**src/rtl/sha256_pkg.sv**
```systemverilog
// rtl/sha256_pkg.sv - shared constants for the SHA-256 padder
package sha256_pkg;

    localparam logic [1:0] S_FILL = 2'b00;
    localparam logic [1:0] S_WAIT = 2'b01;
    localparam logic [1:0] S_EMIT = 2'b10;

    localparam int BLOCK_BYTES = 64;
    localparam int LEN_OFFSET  = 56;
    localparam logic [7:0] PAD_BYTE = 8'h80;

endpackage

```
**src/rtl/sha256_len_mux.sv**
```systemverilog
// rtl/sha256_len_mux.sv - picks one big-endian byte of the 64-bit bit length
module sha256_len_mux (
    input  logic [63:0] bit_len,
    input  logic [2:0]  sel,
    output logic [7:0]  len_byte
);

    // sel 0 is the most significant byte, so the bit offset is (7 - sel) * 8
    logic [5:0] lsb;
    assign lsb      = {~sel, 3'b000};
    assign len_byte = bit_len[lsb +: 8];

endmodule

```
**src/rtl/sha256_padder.sv**
```systemverilog
// rtl/sha256_padder.sv - byte-stream to padded 512-bit block burst converter
module sha256_padder
    import sha256_pkg::*;
#(
    parameter int LEN_W = 61
) (
    input  logic       clk,
    input  logic       reset,
    input  logic [7:0] in_data,
    input  logic       in_valid,
    input  logic       in_last,
    output logic       in_ready,
    input  logic       core_ready,
    output logic [7:0] out_data,
    output logic       out_valid,
    output logic       first_block,
    output logic       last_block,
    output logic       busy
);

    logic [1:0]       state;
    logic [6:0]       fill_cnt;
    logic [LEN_W-1:0] byte_cnt;
    logic [5:0]       idx;
    logic             msg_done;
    logic             marker_done;
    logic             first_pend;
    logic             final_q;
    logic [7:0]       blk_buf [BLOCK_BYTES];

    logic        accept;
    logic        emitting;
    logic        last_idx;
    logic        final_now;
    logic        marker_here;
    logic [7:0]  need;
    logic [63:0] bit_len;
    logic [7:0]  len_byte;

    assign emitting = (state == S_EMIT);
    assign in_ready = (state == S_FILL) && !msg_done && (fill_cnt < 7'(BLOCK_BYTES));
    assign accept   = in_valid && in_ready;
    assign last_idx = (idx == 6'(BLOCK_BYTES - 1));

    // A block is the final one when the marker (if still owed) and the length both fit
    assign need        = {1'b0, fill_cnt} + {7'd0, ~marker_done};
    assign final_now   = msg_done && (need <= 8'(LEN_OFFSET));
    assign marker_here = msg_done && !marker_done && (fill_cnt < 7'(BLOCK_BYTES));

    assign bit_len = 64'(byte_cnt) << 3;

    sha256_len_mux u_len_mux (
        .bit_len  (bit_len),
        .sel      (idx[2:0]),
        .len_byte (len_byte)
    );

    assign out_valid   = emitting;
    assign first_block = emitting && (idx == 6'd0) && first_pend;
    assign last_block  = emitting && (idx == 6'd0) && final_q;
    assign busy        = (state != S_FILL) || (fill_cnt != 7'd0);

    // Block byte selection: buffered data, then marker, then zeros/length
    always_comb begin
        out_data = 8'h00;
        if (emitting) begin
            if ({1'b0, idx} < fill_cnt) begin
                out_data = blk_buf[idx];
            end else if (({1'b0, idx} == fill_cnt) && !marker_done) begin
                out_data = PAD_BYTE;
            end else if (final_q && (idx >= 6'(LEN_OFFSET))) begin
                out_data = len_byte;
            end
        end
    end

    // Block buffer write; contents need no reset since fill_cnt gates every read
    always_ff @(posedge clk) begin
        if (accept) begin
            blk_buf[fill_cnt[5:0]] <= in_data;
        end
    end

    // Fill / wait / emit sequencing and message bookkeeping
    always_ff @(posedge clk or negedge reset) begin
        if (!reset) begin
            state       <= S_FILL;
            fill_cnt    <= 7'd0;
            byte_cnt    <= '0;
            idx         <= 6'd0;
            msg_done    <= 1'b0;
            marker_done <= 1'b0;
            first_pend  <= 1'b1;
            final_q     <= 1'b0;
        end else begin
            case (state)
                S_FILL: begin
                    if (accept) begin
                        fill_cnt <= fill_cnt + 7'd1;
                        byte_cnt <= byte_cnt + LEN_W'(1);
                        if (in_last) begin
                            msg_done <= 1'b1;
                        end
                        if (in_last || (fill_cnt == 7'(BLOCK_BYTES - 1))) begin
                            state <= S_WAIT;
                        end
                    end
                end
                S_WAIT: begin
                    if (core_ready) begin
                        state   <= S_EMIT;
                        idx     <= 6'd0;
                        final_q <= final_now;
                    end
                end
                S_EMIT: begin
                    idx <= idx + 6'd1;
                    if (idx == 6'd0) begin
                        first_pend <= 1'b0;
                    end
                    if (last_idx) begin
                        fill_cnt <= 7'd0;
                        if (marker_here) begin
                            marker_done <= 1'b1;
                        end
                        if (final_q) begin
                            msg_done    <= 1'b0;
                            marker_done <= 1'b0;
                            byte_cnt    <= '0;
                            first_pend  <= 1'b1;
                            state       <= S_FILL;
                        end else if (msg_done) begin
                            state <= S_WAIT;
                        end else begin
                            state <= S_FILL;
                        end
                    end
                end
                default: state <= S_FILL;
            endcase
        end
    end

endmodule

```
**config.mk**
```make
export PLATFORM = sky130hd
export DESIGN_NAME = sha256_padder
export DESIGN_NICKNAME = d
export VERILOG_FILES = /design/src/rtl/sha256_pkg.sv /design/src/rtl/sha256_len_mux.sv /design/src/rtl/sha256_padder.sv
export SDC_FILE = /design/constraint.sdc
export NUM_CORES = 1
export LEC_CHECK = 0
export CORE_AREA = 2 2 179 357
export DETAILED_ROUTE_END_ITERATION = 12
export DIE_AREA = 0 0 181 359
export GPL_TIMING_DRIVEN = 0
export MAX_ROUTING_LAYER = met4
export PLACE_DENSITY_LB_ADDON = 0.3
export SLEW_MARGIN = 10
export SYNTH_ARGS = -nofsm -noshare
export SYNTH_HDL_FRONTEND = slang
export SYNTH_SLANG_ARGS = --single-unit
export TNS_END_PERCENT = 20
```
**constraint.sdc**
```tcl
create_clock -name clk -period 3.9 [get_ports clk]
set_input_delay 0.585 -clock clk [delete_from_list [all_inputs] [get_ports clk]]
set_output_delay 0.585 -clock clk [all_outputs]
set_load 0.1 [all_outputs]
```
* Word-level counts from Yosys, hierarchy flattened
Memory sizes are Yosys's and may differ from the RTL's.
Cells that the tools add are included.
** Word-level totals
- Bits in writable memories :: 512
- Memories kept :: 1
- Flip-flop bits (word level) :: 80
- Input port bits :: 13
- Logic and storage cells :: 92
- Output and inout bits :: 13
** Memory list
- blk_buf :: depth 64, width 8, rd ports 1, clocked after Yosys merged registers in 0, write ports 1, line sha256_padder.sv:29 : logic [7:0] blk_buf [BLOCK_BYTES];
** Operators by class
- Bitwise logic cells :: 2
- Reduce and logical (&&, ||, !) cells :: 29
- Shift-type cells :: 1
- Muxes and demuxes :: 32
- Add/sub/neg operators :: 4
- Order comparisons :: 4
- Eq/ne operators :: 11
** Operators by type and width (count)
- $mux 61 :: 3
- $pmux 61 s2 :: 1
- $shiftx 64x7->8 :: 1
- $add 61x1->61 const B :: 1
- $mux 8 :: 4
- $mux 7 :: 2
- $pmux 7 s2 :: 1
- $mux 1 :: 13
- $pmux 6 s2 :: 1
- $logic_and 1x1->1 :: 11
- $add 7x1->8 :: 1
- $le 8x6->1 const B :: 1
- $mux 2 :: 4
- $ne 2x2->1 const B :: 4
- $reduce_and 4->1 :: 2
- $reduce_bool 2->1 :: 4
- $add 7x1->7 const B :: 1
- $eq 6x7->1 :: 1
- $eq 7x6->1 const B :: 1
- $lt 6x7->1 :: 1
- $lt 7x7->1 const B :: 1
- $reduce_bool 7->1 :: 1
- $add 6x1->6 const B :: 1
- $eq 6x6->1 const B :: 1
- other kinds (16) :: 21

* Logic depth before layout (Yosys ltp)
Gate-level depths: netlist (run 1).
- Depth after elaboration :: 6
- Mapped depth :: 15
- Depth with buffers taken out :: 9

* Cells and area by module
Synthesis (run 1) repeated with hierarchy kept, for this count alone.
** Unflattened totals
- Cell total of the unflattened synthesis :: 1628
- Area total of the unflattened synthesis :: 25244.2 sq um
** Modules (own cells, without submodules)
- sha256_padder :: area each 24693.7 sq um, times used 1, seq. area each 17377.9 sq um, cells an instance 1599
- sha256_len_mux :: area each 550.5 sq um, times used 1, seq. area each 0.0 sq um, cells an instance 29

* Worst setup path before layout (run 1)
Ideal clock, no wire load.
- Path kind :: reg2out
- From :: register idx[0]
- To :: output port out_data[7]
- Slack :: -1.457 ns
- Required time :: 3.315 ns
- Cell stages (with the launch flop) :: 14
- Buffers on the path :: 6
- Arrival time :: 4.772 ns
- Cells stage by stage :: dfrtp_1 clkbuf_1 buf_4 buf_4 buf_2 buf_2 inv_1 ha_1 nor2b_1 o21a_1 o21ai_1 a221o_1 buf_1 o32ai_1
** On the way
- Word-level cells in the longest chain between the ends :: 6
- Elaborated cells between the ends (all ways) :: 12
- Those cells by class :: 2 x order compare; 1 x eq/ne; 1 x shift; 4 x mux; 1 x bitwise; 2 x reduce/logical; 1 x memory
** Ends and longest elaborated chain
- start: declaration :: line sha256_padder.sv:24 : logic [5:0] idx;
- start signal: assignment :: line sha256_padder.sv:117 : idx <= idx + 6'd1;
- $not 3->3 or $ge 6x6->1 (tied branches) :: line sha256_len_mux.sv:10, sha256_padder.sv:71
- $shiftx 64x7->8 or $logic_and 1x1->1 (tied branches) :: line sha256_len_mux.sv:11, sha256_padder.sv:71
- $mux 8 :: line sha256_padder.sv:71 : end else if (final_q && (idx >= 6'(LEN_OFFSET))) begin
- $mux 8 :: line sha256_padder.sv:69 : end else if (({1'b0, idx} == fill_cnt) && !marker_done) begin
- $mux 8 * :: line sha256_padder.sv:67 : if ({1'b0, idx} < fill_cnt) begin
- $mux 8 * :: line sha256_padder.sv:66 : if (emitting) begin
- end: declaration :: line sha256_padder.sv:14 : output logic [7:0] out_data,
Every way passes the cells marked *; elsewhere a longest branch is shown, timed or not.

* Final worst setup path (run 1)
- From :: register idx[3]
- To :: output port out_data[6]
** On the way
- Word-level cells in the longest chain between the ends :: 6
- Elaborated cells between the ends (all ways) :: 10
- Those cells by class :: 2 x order compare; 1 x eq/ne; 4 x mux; 2 x reduce/logical; 1 x memory
** Ends and longest elaborated chain (line)
- $ge 6x6->1 :: sha256_padder.sv:71
- $logic_and 1x1->1 :: sha256_padder.sv:71
- $mux 8 :: sha256_padder.sv:71
- $mux 8 :: sha256_padder.sv:69
- $mux 8 * :: sha256_padder.sv:67
- $mux 8 * :: sha256_padder.sv:66
Marks and branches as above.

==> impl_metrics.yaml, run 1 <==
run_status:
  outcome: "finished, violations left"
  violations: "setup timing"
synth:
  yosys-top-cells-count: "edfxtp_1, mux4_2, nor2_1"
  synthTopCellsByArea: "edfxtp_1, mux4_2, dfrtp_1, mux2i_1, nor2_1"
  synth_seq_cells: 592
  synthArstFlopShare: 0.1351
  yosysWarnings: 0
  ys.flop_type: "edfxtp_1"
  yosysTopAreaCell: "edfxtp_1"
  yosysSeqAreaShare: 0.7025
  synthMostInstantiatedCell: "edfxtp_1"
  ys_types: 64
  synth_top_area_share: 0.6215
  synth_edf_count: 512
  avgSynthCellArea_um2: 17.15
  syn_area_mm2: 0.02474
  syn_inst: 1442
  syn_nets: 1468
floorplan:
  io_pins: 26
  coreArea_mm2: 0.06246
  initial_core_util: 0.3961
  die_area_mm2: 0.06498
  num_rows: 130
  die_h_um: 359
  fp.dieW_um: 181
min_path:
  hold_class: "in2reg"
timing:
  fmax_ghz: 0.2400
  layout_setup_ws_ns: -0.2667
  rsz0062_at_grt: "true"
  setup_tns_ns: -3.512
  worstMarginPinSlew_ns: 1.072
  fin_crit_sh: 1.068
  final_max_slew_viol_count: 0
  slew_headroom: 0.2831
  setup-violations-final: 56
  hold_viol: 0
  fin_skew_ns: 0.02187
  fin_crit_ns: 4.167
worst_setup_path:
  cp-start-kind: "register"
  path_cells: "clkdlybuf4s15_2 -> clkbuf_1 -> mux4_2 -> a211oi_2 -> o22ai_4 -> buf_12"
  critPathMaxFanout: 10
  cpPeakStageDelay_ns: 0.63
  cp_num_buf_inv: 3
  critPathRequiredTime_ns: 3.31
  critPathTopFamily: "buffers and inverters"
  crit_path_end_kind: "output port"
  cp.arrival_ns: 3.58
  cpMaxStageDelayCell: "mux4_2"
  path_class: "reg2out"
clock_tree:
  cts_max_path_buffers: 3
  clock_sinks: 592
  cts_tree: "built"
  clkSlewWorstSetupHoldPaths_ns: 0.07
  cts_buffers: 52
  clock_latency_ns: 0.60
  cts_root_buf: "clkbuf_16"
  htreeDepth: 2
power_and_ir_drop:
  ir_drop_mv: 0.5160
  power.leakage_uw: 0.009171
  p_per_area_mw_per_mm2: 435.7
layout:
  utilization: 0.4584
  area_growth_pct: 15.74
  fin_nets: 1570
  stdcell_count: 2378
  stdcell_area_mm2: 0.02863
  drive_above_1_share: 0.2383
  diodes: 0
grt:
  grt_overflow: 0
  grt_max_degree: 59
  antenna_found_initial: 0
  grt_pass1_vias: 13868
  grt_usage: 0.1996
  grt_pass1_wl_um: 92900
job:
  drv_cap: 0
routing:
  final_antenna_net_count: 0
  routed_wl_um: 62900
  avgRoutedWirePerCell_um: 26.45
  vias: 13766
  drtIter0Drc: 1331
  vias_per_cell: 5.789
  firstDrtPassIters: 6
  route.detailed.drc: 0
placed_design:
  detailed_place.area_mm2: 0.02628
  dp_hpwl_um: 42570
  dpl.cell_count: 2268
  place.port_buffers: 25
  gp_congestion: 0.9531
final timing paths:
kind,cells past startpoint,slack [ns],startpoint,to
worst max-delay path,6,-0.27,idx[3],out_data[6]
worst min-delay path,1,0.42,in_data[6],blk_buf[39][6]
worst max register to register,7,-0.10,state[1],blk_buf[12][7]
worst min register to register,2,0.51,marker_done,marker_done
max in group asynchronous,3,2.81,reset,first_pend
min in group asynchronous,2,0.44,reset,byte_cnt[55]
layout make-up:
| class | count | area [µm²] |
|---|---|---|
| Multi-Input combinational cell | 745 | 7212 |
| Sequential cell | 592 | 17380 |
| Timing Repair Buffer | 52 | 606.8 |
| Fill cell | 5415 | 33830 |
| Clock buffer | 58 | 1345 |
| Tap cell | 792 | 991.0 |
| Clock inverter | 38 | 451.7 |
| Inverter | 25 | 97.59 |
| Buffer | 76 | 546.8 |
per-stage QoR:
| step | setup slack (ns) | total power [µW] | hold WS (ns) |
|---|---|---|---|
| after floorplan | 0.01151 | 7016 | 0.2894 |
| after global routing | -0.4075 | 12790 | 0.4235 |
| after CTS | -0.2715 | 12570 | 0.4087 |
| after detailed placement | -1.863 | 7153 | 0.4974 |
| final | -0.2667 | 12470 | 0.4189 |
| after global placement | -1.859 | 7145 | 0.4845 |
report_power, final:
part           switching, µW  total [µW]  internal, µW  leakage [µW]
sequential                 0        6880          6880       0.00567
combinational            111         138          26.2       0.00264
clock                   2360        5460          3100      0.000866
total                   2470       12500         10000       0.00917
kinds of logic after synthesis:
kind of cell	count (synthesis)	share of synthesized area
multiplexers	198	0.1490
AND/OR/NAND/NOR	328	0.06509
AO/OA/AOI/OAI	164	0.04380
XOR/XNOR	42	0.01487
adder cells (fa/ha/maj)	13	0.006575
buffers and inverters	105	0.01816
flip-flops	592	0.7025
sequential cells by signal, indices dropped and copies added, names as in the netlist:
signal	cells
state	2
fill_cnt	7
marker_done	1
first_pend	1
msg_done	1
blk_buf	512
idx	6
final_q	1
byte_cnt	61
what timing repair did:
item / 4_1_cts / 5_1_grt
hold endpoints to repair: 22 / 0
buffers inserted: 10 / 7
resized for setup: 189 / 22
pin swaps: 6 / 8
hold buffers: 1 / 0
endpoints found under the setup margin: 83 / 148
cells in the final DEF, fill, tap and decap left out, types with 11 or more instances in the layout:
master / synthesis / layout
a21oi_1: 36 / 36
buf_12: 0 / 21
buf_2: 16 / 17
buf_4: 5 / 27
clkbuf_1: 43 / 28
clkbuf_16: 0 / 53
clkinv_1: 2 / 12
dfrtp_1: 79 / 78
edfxtp_1: 512 / 512
ha_1: 13 / 12
inv_1: 23 / 22
mux2i_1: 60 / 49
mux2i_2: 0 / 11
mux4_2: 136 / 136
nand2_1: 54 / 54
nand3_1: 34 / 34
nand4_1: 35 / 35
nor2_1: 128 / 116
nor2_2: 0 / 12
o21ai_0: 37 / 37
o22ai_1: 26 / 19
or3_1: 16 / 16
xor2_1: 33 / 33
layer usage:
metal	vias up	routed length, µm	GRT usage	share of wire
li1	5981	-	-	-
met1	7183	26150	0.2653	0.42
met4	0	2207	0.07094	0.035
met3	113	3502	0.02462	0.056
met2	489	31040	0.3188	0.49
met5	-	0	-	0
Power figures use the tool's default switching activity.
==> run 2: changes to the inputs <==
--- a/config.mk
+++ b/config.mk
@@ -5,9 +5,9 @@
 export SDC_FILE = /design/constraint.sdc
 export NUM_CORES = 1
 export LEC_CHECK = 0
-export CORE_AREA = 2 2 179 357
+export CORE_AREA = 2 2 153 305
 export DETAILED_ROUTE_END_ITERATION = 12
-export DIE_AREA = 0 0 181 359
+export DIE_AREA = 0 0 155 307
 export GPL_TIMING_DRIVEN = 0
 export MAX_ROUTING_LAYER = met4
 export PLACE_DENSITY_LB_ADDON = 0.3
==> impl_metrics.yaml, run 2 (synthesized netlist as in run 1, its figures left out) <==
placed_design:
  dpl.cell_count: 2042
  detailed_place.area_mm2: 0.02603
  dp_hpwl_um: 41140
  gp_congestion: 0.9659
  dpl_worst_slack_ns: -1.687
  place.port_buffers: 25
routing:
  routed_wl_um: 60850
  route.detailed.drc: 0
  final_antenna_net_count: 0
  vias: 14071
  firstDrtPassIters: 6
  drtIter0Drc: 1568
  vias_per_cell: 6.554
  avgRoutedWirePerCell_um: 28.34
floorplan:
  initial_core_util: 0.5447
  coreArea_mm2: 0.04541
  fp.dieW_um: 155
  die_h_um: 307
  die_area_mm2: 0.04759
  io_pins: 26
  num_rows: 111
clock_tree:
  clock_sinks: 592
  cts_max_path_buffers: 3
  clkSlewWorstSetupHoldPaths_ns: 0.07
  cts_tree: "built"
  clock_latency_ns: 0.59
  htreeDepth: 2
  cts_root_buf: "clkbuf_16"
  cts_buffers: 51
grt:
  use_met2: 0.4288
  use_met1: 0.3428
  busiest_layer: "met2"
  grt_pass1_vias: 14180
  grt_max_degree: 50
  use_met3: 0.03763
  grt_pass1_wl_um: 90920
  grt_overflow: 0
  grt_usage: 0.2697
  antenna_found_initial: 0
timing:
  rsz0062_at_grt: "true"
  fin_skew_ns: 0.01917
  hold_viol: 0
  fin_crit_ns: 4.109
  slew_headroom: 0.3225
  fmax_ghz: 0.2434
  setup-violations-final: 48
  hold_ws_ns: 0.3972
  final_max_slew_viol_count: 0
  layout_setup_ws_ns: -0.2089
  fin_crit_sh: 1.054
  worstMarginPinSlew_ns: 1.013
layout:
  seqCellArea_mm2: 0.01738
  layout_common_cells: "edfxtp_1, mux4_2, nor2_1, dfrtp_1, mux2i_1"
  area_growth_pct: 13.67
  fill_cells: 3174
  fin_nets: 1567
  layout_commonest_cell: "edfxtp_1"
  largest_reg_flops: 512
  multiInputGateArea_mm2: 0.007181
  stdcell_area_mm2: 0.02812
  stdcell_count: 2147
  drive_above_1_share: 0.2276
  diodes: 0
job:
  drv_cap: 0
power_and_ir_drop:
  p_per_area_mw_per_mm2: 426.8
  ir_drop_mv: 0.4173
  power.leakage_uw: 0.009095
  power.total_uw: 12000
worst_setup_path:
  crit_path_end_kind: "output port"
  cp-start-kind: "register"
  path_class: "reg2out"
  critPathRequiredTime_ns: 3.31
  cp.arrival_ns: 3.52
  critPathMaxFanout: 10
run_status:
  violations: "setup timing"
  outcome: "finished, violations left"
min_path:
  hold_class: "in2reg"
run 2: changes by cell type in the layout (fill, tap and decap cells not counted), moves of 5 or more:
cell and delta:
mux2i_1 +11, mux2i_2 -11, clkbuf_1 +6, clkinvlp_4 -6, o2111ai_1 -5, o2111ai_2 +5
run 2: layout make-up:
type | count | share of cell area
plain buffers | 78 | 0.01909
clock buffers | 63 | 0.04699
clock inverters | 31 | 0.01059
inverters | 25 | 0.003604
multi-input cells | 745 | 0.2554
flip-flops and latches | 592 | 0.6180
well taps | 565 | 0.02514
repair buffers | 48 | 0.02118
run 2: power breakdown:
part	total [µW]	internal (µW)	leakage (µW)	switching, µW
logic	141	29.8	0.00265	111
clock network	4980	2750	0.000778	2240
registers	6880	6880	0.00567	0
total	12000	9650	0.00909	2350
run 2: per-layer routing:
layer	wire length [µm]	up-vias
met5	0	-
met4	3616	0
met3	4290	176
met2	30150	700
met1	22790	7240
li1	-	5955
run 2: final timing paths:
| path | cells past startpoint | startpoint | endpoint | slack (ns) |
|---|---|---|---|---|
| max in group asynchronous | 3 | reset | idx[2] | 2.77 |
| worst max-delay path | 12 | idx[0] | out_data[5] | -0.21 |
| worst min register to register | 2 | first_pend | first_pend | 0.50 |
| worst max register to register | 7 | state[1] | blk_buf[21][0] | -0.12 |
| min in group asynchronous | 2 | reset | byte_cnt[48] | 0.50 |
| worst min-delay path | 1 | in_data[0] | blk_buf[34][0] | 0.40 |
run 2: stage by stage:
step,utilization,setup TNS [ns]
3_5_place_dp,0.5732,-33.06
4_1_cts,0.6187,-4.875
2_1_floorplan,-,0
3_3_place_gp,0.5693,-74.17
5_1_grt,0.6192,-16.76
6_report,0.6192,-5.487
run 2: critical path, stage by stage, from the launching register on:
cell and delay [ns]:
dfrtp_1 0.37, clkbuf_8 0.16, buf_12 0.12, buf_6 0.22, buf_8 0.24, buf_4 0.26
mux2i_1 0.24, o22ai_1 0.10, nor3_1 0.24, nor2_1 0.12, a221oi_2 0.50, o22ai_4 0.13
buf_12 0.19
run 2: repair_timing:
| action | CTS | global route |
|---|---|---|
| hold endpoints to repair | 33 | 0 |
| hold buffers | 1 | 0 |
| endpoints found under the setup margin | 92 | 139 |
| gates resized for setup | 172 | 22 |
| setup buffers | 11 | 1 |
| pin swaps | 10 | 1 |
==> run 3: changes to the inputs <==
--- a/config.mk
+++ b/config.mk
@@ -6,6 +6,7 @@
 export NUM_CORES = 1
 export LEC_CHECK = 0
 export CORE_AREA = 2 2 153 305
+export CTS_CLUSTER_SIZE = 16
 export DETAILED_ROUTE_END_ITERATION = 12
 export DIE_AREA = 0 0 155 307
 export GPL_TIMING_DRIVEN = 0
==> impl_metrics.yaml, run 3 (synthesized netlist as in run 1, its figures left out) <==
run_status:
  outcome: "finished, violations left"
  violations: "setup timing"
timing:
  fin_crit_ns: 4.116
  slew_headroom: 0.2867
  hold_ws_ns: 0.3922
  fin_crit_sh: 1.055
  layout_setup_ws_ns: -0.2160
  setup_tns_ns: -4.501
  final_max_slew_viol_count: 0
  fmax_ghz: 0.2430
  setup-violations-final: 56
  worstMarginPinSlew_ns: 1.067
  fin_skew_ns: 0.02046
  rsz0062_at_grt: "true"
  hold_viol: 0
layout:
  drive_above_1_share: 0.2269
  diodes: 0
  fill_cells: 3172
  seqCellArea_mm2: 0.01738
  stdcell_count: 2147
  layout_commonest_cell: "edfxtp_1"
  layout_common_cells: "edfxtp_1, mux4_2, nor2_1, dfrtp_1, mux2i_1"
  largest_reg_flops: 512
  area_growth_pct: 13.66
  fin_nets: 1567
  multiInputGateArea_mm2: 0.007178
worst_setup_path:
  cp_num_buf_inv: 6
  cpPeakStageDelay_ns: 0.51
  cp-start-kind: "register"
  path_class: "reg2out"
  crit_path_end_kind: "output port"
  critPathMaxFanout: 10
  critPathTopFamily: "buffers and inverters"
  critPathRequiredTime_ns: 3.31
  crit_top_cell: "buf_12"
  path_cells: "clkbuf_8 -> buf_12 -> buf_6 -> buf_8 -> buf_4 -> mux2i_1 -> o22ai_1 -> nor3_1 -> nor2_1 -> a221oi_2 -> o22ai_4 -> buf_12"
  cp.arrival_ns: 3.53
  cpMaxStageDelayCell: "a221oi_2"
clock_tree:
  cts_root_buf: "clkbuf_16"
  clock_sinks: 592
  cts_buffers: 51
  cts_tree: "built"
  htreeDepth: 2
  clock_latency_ns: 0.59
  cts_max_path_buffers: 3
  clkSlewWorstSetupHoldPaths_ns: 0.07
routing:
  final_antenna_net_count: 0
  vias: 14062
  vias_per_cell: 6.550
  routed_wl_um: 60980
  firstDrtPassIters: 6
  drtIter0Drc: 1682
  avgRoutedWirePerCell_um: 28.40
  route.detailed.drc: 0
power_and_ir_drop:
  p_per_area_mw_per_mm2: 427.2
  power.leakage_uw: 0.009095
  ir_drop_mv: 0.4179
floorplan:
  die_area_mm2: 0.04759
  coreArea_mm2: 0.04541
  die_h_um: 307
  io_pins: 26
  fp.dieW_um: 155
  initial_core_util: 0.5447
  num_rows: 111
grt:
  grt_pass1_vias: 14212
  grt_max_degree: 50
  antenna_found_initial: 0
  grt_pass1_wl_um: 91000
  grt_usage: 0.2698
  grt_overflow: 0
placed_design:
  dp_hpwl_um: 41140
  dpl_worst_slack_ns: -1.687
  gp_congestion: 0.9659
  dpl.cell_count: 2042
  place.port_buffers: 25
min_path:
  hold_class: "in2reg"
job:
  drv_cap: 0
## run 3: cell count changes in the layout (fill, tap and decap cells not counted)
cell and delta:
clkinv_1 -1, nor2_1 +1, nor2_2 -1, clkbuf_1 +1
## run 3: stage by stage
stage | util | instance area (µm²) | total power [µW]
final | 0.6191 | 28120 | 12010
after global routing | 0.6191 | 28120 | 12290
after CTS | 0.6187 | 28100 | 12050
after detailed placement | 0.5732 | 26030 | 7154
after global placement | 0.5693 | 25850 | 7136
after floorplan | - | 24900 | 7016
## run 3: worst paths after layout
check | from | end | slack, ns | cells after the start
setup reg to reg | state[1] | blk_buf[13][6] | -0.09 | 7
hold reg to reg | first_pend | first_pend | 0.50 | 2
hold / removal | in_data[0] | blk_buf[34][0] | 0.39 | 1
min in group asynchronous | reset | byte_cnt[48] | 0.50 | 2
setup / recovery | idx[0] | out_data[5] | -0.22 | 12
max in group asynchronous | reset | idx[2] | 2.77 | 3
## run 3: final cells by class
| type | instances | share of cell area |
|---|---|---|
| buffer | 78 | 0.01909 |
| clock buffer | 64 | 0.04713 |
| clock inverter | 30 | 0.01046 |
| inverter | 25 | 0.003604 |
| multi-input combinational | 745 | 0.2553 |
| sequential | 592 | 0.6181 |
| tap | 565 | 0.02514 |
| timing repair buffer | 48 | 0.02118 |
## run 3: routing by layer
metal  up-vias  track usage  share of wire
met5         -            -              0
met4         0       0.1382          0.060
met1      7206       0.3409           0.37
met2       711       0.4280           0.50
met3       184      0.04087          0.078
li1       5961            -              -
## run 3: timing repair
action,in CTS,in global routing
buffers inserted,11,1
hold endpoints to repair,33,0
gates resized for setup,172,21
hold buffers,1,0
endpoints found under the setup margin,89,139
pin swaps,10,1
## run 3: worst reg2reg max path, cell delays in order (launching register included)
cell and delay [ns]:
dfrtp_1 0.36, buf_2 0.18, nor4_4 0.37, and2_1 0.18, clkbuf_1 0.27, clkbuf_1 0.44, nand4_1 0.87, nor2_1 0.95
## run 3: power by group
group          internal (µW)  switching (µW)  total [µW]
Sequential              6880               0        6880
Combinational           29.8             111         140
Clock                   2750            2250        4990
